**src/rtl/ps_requester.sv**
```systemverilog
// Requester-side controller for an N-way priority selector: collects request
// pulses, arbitrates through the selector, runs a fixed service window per grant.
module ps_requester #(
    parameter int N        = 8,
    parameter int HOLD     = 3,
    parameter int WAIT_MAX = 15
) (
    input  logic         clock,
    input  logic         reset,
    input  logic [N-1:0] new_req,
    input  logic [N-1:0] gnt,
    output logic [N-1:0] req,
    output logic         en,
    output logic         busy,
    output logic [N-1:0] served,
    output logic [N-1:0] starve,
    output logic [7:0]   grant_count,
    output logic         err
);

    localparam int CW = (HOLD > 1) ? $clog2(HOLD) : 1;
    localparam logic [3:0] AGE_MAX = 4'(WAIT_MAX);

    typedef enum logic [1:0] {IDLE, ARB, SERVE} state_t;

    state_t        state;
    state_t        state_next;
    logic [N-1:0]  pending;
    logic [N-1:0]  owner;
    logic [N-1:0]  retire;
    logic [CW-1:0] cnt;
    logic [3:0]    age [N];
    logic          gnt_onehot;
    logic          gnt_legal;
    logic          gnt_illegal;
    logic          serve_last;

    // A grant is only accepted in ARB, one-hot, and only for a pending client;
    // any other non-zero grant is a protocol error.
    always_comb begin
        gnt_onehot  = (gnt != '0) && ((gnt & (gnt - N'(1))) == '0);
        gnt_legal   = (state == ARB) && gnt_onehot && ((gnt & ~pending) == '0);
        gnt_illegal = (gnt != '0) && !gnt_legal;
        serve_last  = (state == SERVE) && (cnt == '0);
        retire      = serve_last ? owner : '0;
    end

    always_ff @(posedge clock) begin
        if (reset) begin
            state <= IDLE;
        end else begin
            state <= state_next;
        end
    end

    always_comb begin
        state_next = state;
        case (state)
            IDLE:    if (pending != '0) state_next = ARB;
            ARB:     if (gnt_legal) state_next = SERVE;
            SERVE: begin
                if (serve_last) begin
                    state_next = ((pending & ~owner) != '0) ? ARB : IDLE;
                end
            end
            default: state_next = IDLE;
        endcase
    end

    always_comb begin
        en   = (state == ARB);
        busy = (state == SERVE);
        req  = pending;
    end

    // A new_req on the retiring bit wins, so the bit stays set.
    always_ff @(posedge clock) begin
        if (reset) begin
            pending     <= '0;
            owner       <= '0;
            cnt         <= '0;
            served      <= '0;
            grant_count <= '0;
            err         <= 1'b0;
        end else begin
            pending <= (pending & ~retire) | new_req;
            served  <= retire;
            if (gnt_legal) begin
                owner       <= gnt;
                grant_count <= grant_count + 8'd1;
                cnt         <= CW'(HOLD - 1);
            end else if ((state == SERVE) && (cnt != '0)) begin
                cnt <= cnt - CW'(1);
            end
            if (gnt_illegal) begin
                err <= 1'b1;
            end
        end
    end

    // Ages count only while waiting; the client being served does not age.
    always_ff @(posedge clock) begin
        if (reset) begin
            for (int i = 0; i < N; i++) begin
                age[i] <= '0;
            end
        end else begin
            for (int i = 0; i < N; i++) begin
                if (retire[i] || (gnt_legal && gnt[i])) begin
                    age[i] <= '0;
                end else if (pending[i] && !((state == SERVE) && owner[i]) &&
                             (age[i] < AGE_MAX)) begin
                    age[i] <= age[i] + 4'd1;
                end
            end
        end
    end

    always_comb begin
        starve = '0;
        for (int i = 0; i < N; i++) begin
            starve[i] = (age[i] >= AGE_MAX);
        end
    end

endmodule
```
**config.mk**
```make
export PLATFORM = sky130hd
export DESIGN_NAME = ps_requester
export DESIGN_NICKNAME = d
export VERILOG_FILES = /design/src/rtl/ps_requester.sv
export SDC_FILE = /design/constraint.sdc
export NUM_CORES = 1
export LEC_CHECK = 0
export ABC_CLOCK_PERIOD_IN_PS = 3400
export BUFFER_PORTS_ARGS = -buffer_cell sky130_fd_sc_hd__buf_2
export CAP_MARGIN = 40
export CORE_UTILIZATION = 25
export CTS_BUF_LIST = sky130_fd_sc_hd__clkbuf_8
export CTS_CLUSTER_SIZE = 12
export DETAILED_ROUTE_END_ITERATION = 16
export HOLD_SLACK_MARGIN = 0.02
export PLACE_DENSITY = 0.42
export SETUP_SLACK_MARGIN = 0.5
export SLEW_MARGIN = 20
export SYNTH_ARGS = -nofsm -noshare
export SYNTH_HDL_FRONTEND = slang
export SYNTH_SLANG_ARGS = --single-unit
```
**constraint.sdc**
```tcl
create_clock -name clock -period 3.4 [get_ports clock]
set_input_delay 1.02 -clock clock [delete_from_list [all_inputs] [get_ports clock]]
set_output_delay 1.02 -clock clock [all_outputs]
set_load 0.02 [all_outputs]
```
Word level (Yosys, flattened, before mapping)
Memory sizes are Yosys's and may differ from the RTL's.
Index checks and enable logic that the tools add are counted.
{"block": "word_totals", "inputBits": 18, "ram_bits": 32, "memories": 1, "elab_cells": 213, "register_bits": 37, "out_inout_bits": 35}
{"memory": "age", "depth": 8, "width": 4, "rd": 8, "rd_ports_with_merged_regs": 0, "write_ports": 8, "line_no": "32", "source": "logic [3:0] age [N];"}
{"block": "classes", "n_reduce_logical": 66, "bitwise_logic": 24, "n_addsub": 11, "order_cmp": 16, "mux": 82, "n_eq_ne": 5}
{"operator": "two-way mux 4 bit", "count": 16}
{"operator": "two-way mux 1 bit", "count": 59}
{"operator": "logical AND 1 bit", "count": 38}
{"operator": "adder 4 x 1 -> 4 bit (second input constant)", "count": 8}
{"operator": "bitwise AND 8 bit", "count": 4}
{"operator": "greater-or-equal comparator 4 bit (second input constant)", "count": 8}
{"operator": "less-than comparator 4 bit (second input constant)", "count": 8}
{"operator": "inverter 8 bit", "count": 3}
{"operator": "nonzero test 8 bit", "count": 3}
{"operator": "zero test 8 bit", "count": 2}
{"operator": "bitwise OR 1 bit", "count": 16}
{"operator": "two-way mux 2 bit", "count": 5}
{"operator": "zero test 1 bit", "count": 9}
{"operator": "adder 8 x 1 -> 8 bit (second input constant)", "count": 1}
{"operator": "logical OR 1 bit", "count": 8}
{"operator": "two-way mux 8 bit", "count": 1}
{"operator": "bitwise OR 8 bit", "count": 1}
{"operator": "subtractor 8 x 1 -> 8 bit (second input constant)", "count": 1}
{"operator": "one-hot mux 2 bit (3 select lines)", "count": 1}
{"operator": "zero test 2 bit", "count": 2}
{"operator": "!= test 2 x 1 -> 1 bit (second input constant)", "count": 2}
{"operator": "nonzero test 2 bit", "count": 2}
{"operator": "AND reduction 3 bit", "count": 1}
{"operator": "== test 2 x 1 -> 1 bit (second input constant)", "count": 1}
{"operator": "other kinds (4)", "count": 4}

Longest topological paths before layout
{"block": "logic_depth", "depth_word": 13, "depth_mapped": 7, "depth_no_buf": 6}

Worst setup path after synthesis
Ideal clock, no wire load.
{"block": "synth_timing", "path_kind": "in2reg", "from": "in gnt[1]", "to": "mem age[2][2], in the netlist age[0][10] (enable)", "arrival_time_ns": 2.533, "setup_time_ns": 0.306, "path_buffers": 2, "stages": 7, "slack_ns": 0.561, "t_required_ns": 3.094, "cell_sequence": "buf_2 > or3_4 > xnor2_2 > nand3b_2 > a21oi_4 > buf_4 > a211o_1"}
{"item": "start: declaration", "line_no": "11", "source": "input logic [N-1:0] gnt,"}
{"item": "end: declaration", "line_no": "32"}

==> impl_metrics.env <==
export IMPL_slew_headroom=0.644
export IMPL_core_area_um2=14500
export IMPL_fillers=1559
export IMPL_clock_fmax_mhz=370
export IMPL_arrival_ps=2820
export IMPL_start_util=0.257
export IMPL_setup_viol=0
export IMPL_yosys_warnings=0
export IMPL_synth_cell_types=52
export IMPL_port_buffers=52
export IMPL_critPathMaxFanout=27
export IMPL_report_power_total_w=0.00175
export IMPL_grt_pass1_wl_um=15100
export IMPL_r2r_start="req[0]"
export IMPL_utilization=0.298
export IMPL_drv_slew=0
export IMPL_gr_total_overflow=0
export IMPL_syn_area_um2=3730
export IMPL_cts_root_buf="clkbuf_8"
export IMPL_yosysSeqAreaShare=0.456
export IMPL_hold_viol=0
export IMPL_clockBufferDepth=2
export IMPL_wl_um=9300
export IMPL_grt_pass1_vias=2781
export IMPL_final_area_um2=4320
export IMPL_worstSetupPathType="in -> reg"
export IMPL_register_area_um2=1700
export IMPL_cts_setup_buffers=0
export IMPL_tns_ps=0
export IMPL_reg2reg_slack_ps=1140
export IMPL_gp_congestion=0.749
export IMPL_dpl_cell_area_um2=4150
export IMPL_die_w_um=124
export IMPL_pwr_density_cell_nw_per_um2=404
export IMPL_numCtsBuffers=9
export IMPL_ys_ff_latch=69
export IMPL_num_rows=44
export IMPL_synth_async_sr_flop_share=0
export IMPL_synth_largest_area_cell="edfxtp_1"
export IMPL_synthFlopType="dfxtp_1"
export IMPL_finalCritPeriodShare=0.796
export IMPL_synth_nets=386
export IMPL_syn_inst=358
export IMPL_synth_avg_cell_area_um2=10.4
export IMPL_globalRouteTotalUtil=0.133
export IMPL_pwr_share_clk=0.350
export IMPL_detail_route_antenna_nets=0
export IMPL_synth_edf_count=32
export IMPL_grt_max_degree=38
export IMPL_wl_met2_um=4420
export IMPL_firstDrtPassIters=5
export IMPL_p_comb_frac=0.106
export IMPL_wl_per_cell_um=15.7
export IMPL_viasPerCell=4.88
export IMPL_required_ps=3510
export IMPL_htree_levels=3
export IMPL_cts_resized=0
export IMPL_status="finished, final reports clean"
export IMPL_drive_gt1_frac=0.217
export IMPL_critPathLaunchType="input pin"
export IMPL_clock_sinks=69
export IMPL_area_delta_synth_final_pct=15.9
export IMPL_clk_latency_ps=360
export IMPL_p_int_w=0.00128
export IMPL_drv_cap=0
export IMPL_net_switching_power_w=0.000470
export IMPL_whs_ps=528
export IMPL_r2r_end="age[1][4]"
export IMPL_cts_hold_buf=0
export IMPL_hpwl_um=6810
export IMPL_min_path_type="reg -> reg"
export IMPL_wl_met1_um=4310
export IMPL_vias=2896
export IMPL_ios=53
export IMPL_cts_tree="done"
export IMPL_yosys_area_top_type_share=0.258
export IMPL_rr_worst_depth=6
export IMPL_finClkSkew_ps=3.76
export IMPL_die_h_um=124
export IMPL_p_sw_frac=0.269
export IMPL_leakagePower_nw=1.70
export IMPL_hold_path_depth=2
export IMPL_route_met3_wl_um=455
export IMPL_routed_top_layer="met4"
export IMPL_clk_pin_slew_worst_paths_ps=70
export IMPL_worst_pin_slew_ps=534
export IMPL_period_needed_ps=2710
export IMPL_antenna_cells=0
export IMPL_die_area_um2=15400
export IMPL_seqPwrFrac=0.544
export IMPL_rsz0062_at_grt="no"
export IMPL_synth_area_leaders="edfxtp_1 (26%), dfxtp_1 (20%), a2111oi_0 (7.5%), ha_1 (3.4%), nand2b_1 (3.2%)"
export IMPL_hold_end="owner[0]"
export IMPL_drc=0
export IMPL_ir_worst_vdd_uv=158
export IMPL_nNetsFinal=433
export IMPL_first_iter_violations=209
export IMPL_worstSetupEndpointType="flip-flop"
export IMPL_hold_start="owner[0]"
export IMPL_multiInputGateArea_um2=1780
export IMPL_antenna_found_initial=0
[state kept, by name (all words and copies together) (netlist names)]
name and flops:
age 32, cnt 2, err 1, grant_count 8, owner 8, req 8
served 8, state 2
[synth_stat cells, types with 2 or more instances]
cell type / number
o21ai_0: 3
a211oi_1: 3
nor2_1: 19
and2_1: 9
mux2_2: 4
nand2b_1: 19
clkbuf_1: 9
and3_1: 8
a21oi_1: 19
buf_4: 3
xnor2_1: 9
nand2_1: 25
xor2_1: 8
mux2_1: 3
a211o_1: 7
nand4_1: 2
nor2b_1: 7
buf_2: 5
o31ai_1: 2
nand3_1: 12
inv_1: 24
o21a_1: 2
a2111oi_2: 2
dfxtp_1: 37
ha_1: 10
nor3_1: 3
o22ai_1: 4
nor4_1: 3
clkbuf_8: 4
mux2i_1: 9
edfxtp_1: 32
a2111oi_0: 32
[placed cells by master (no fill, tap or decap), types with 9 or more instances in the layout]
cell type  count
xnor2_1        9
mux2i_1        9
clkbuf_8      11
ha_1          10
nand3_1       12
edfxtp_1      32
nor2_1        19
buf_2         52
a2111oi_0     32
dfxtp_1       37
a21oi_1       19
inv_1         28
and2_1         9
nand2_1       25
nand2b_1      19
[logic make-up after synthesis]
logic type	count (synthesis)	synth area share
simple gates	116	0.173
compound gates	82	0.181
flops	69	0.456
buf+inv	47	0.0664
xor+xnor	18	0.0443
mux	16	0.0453
fa+ha+maj	10	0.0335
[final cells by class]
class / instances / area share
clock buffers: 11 / 0.0350
repair buffers: 59 / 0.0810
well taps: 184 / 0.0532
inverters: 24 / 0.0208
clock inverters: 5 / 0.00463
multi-input cells: 242 / 0.412
flip-flops and latches: 69 / 0.394
[power groups by stage]
stage | Sequential (W) | Clock (W) | Combinational (W)
6_report | 0.000952 | 0.000611 | 0.000185
5_1_grt | 0.000959 | 0.000671 | 0.000208
4_1_cts | 0.000952 | 0.000632 | 0.000186
3_5_place_dp | 0.000971 | 0 | 0.000185
3_3_place_gp | 0.000970 | 0 | 0.000183
2_1_floorplan | 0.000966 | 0 | 0.000129
[routing by layer]
layer  vias up  global-route usage
met2        62               0.206
met3        11              0.0366
met5         -                   0
met1      1402               0.174
li1       1421                   -
met4         0              0.0513
[critical path, stage by stage]
cell       delay, ps
buf_2            150
or3_4            450
xnor2_2          150
nand3b_2         240
a21oi_4          120
buf_12           180
a2111oi_0        500
[worst max path at each step]
stage / start / end / slack, ps / depth (start not counted)
global route: gnt[0] / age[1][6] / 500 / 7
detailed placement: gnt[0] / age[1][5] / 320 / 7
floorplan: gnt[1] / age[0][10] / 560 / 7
finish: gnt[0] / age[1][6] / 690 / 7
CTS: gnt[0] / age[1][6] / 700 / 7
global placement: gnt[0] / age[1][6] / 380 / 7
[stage by stage]
step                      setup slack (ps)  cells
after floorplan                        561    358
after global placement                 380    578
after detailed placement               315    578
after CTS                              700    594
after global routing                   504    594
final                                  694    594
Power figures use the tool's default switching activity.
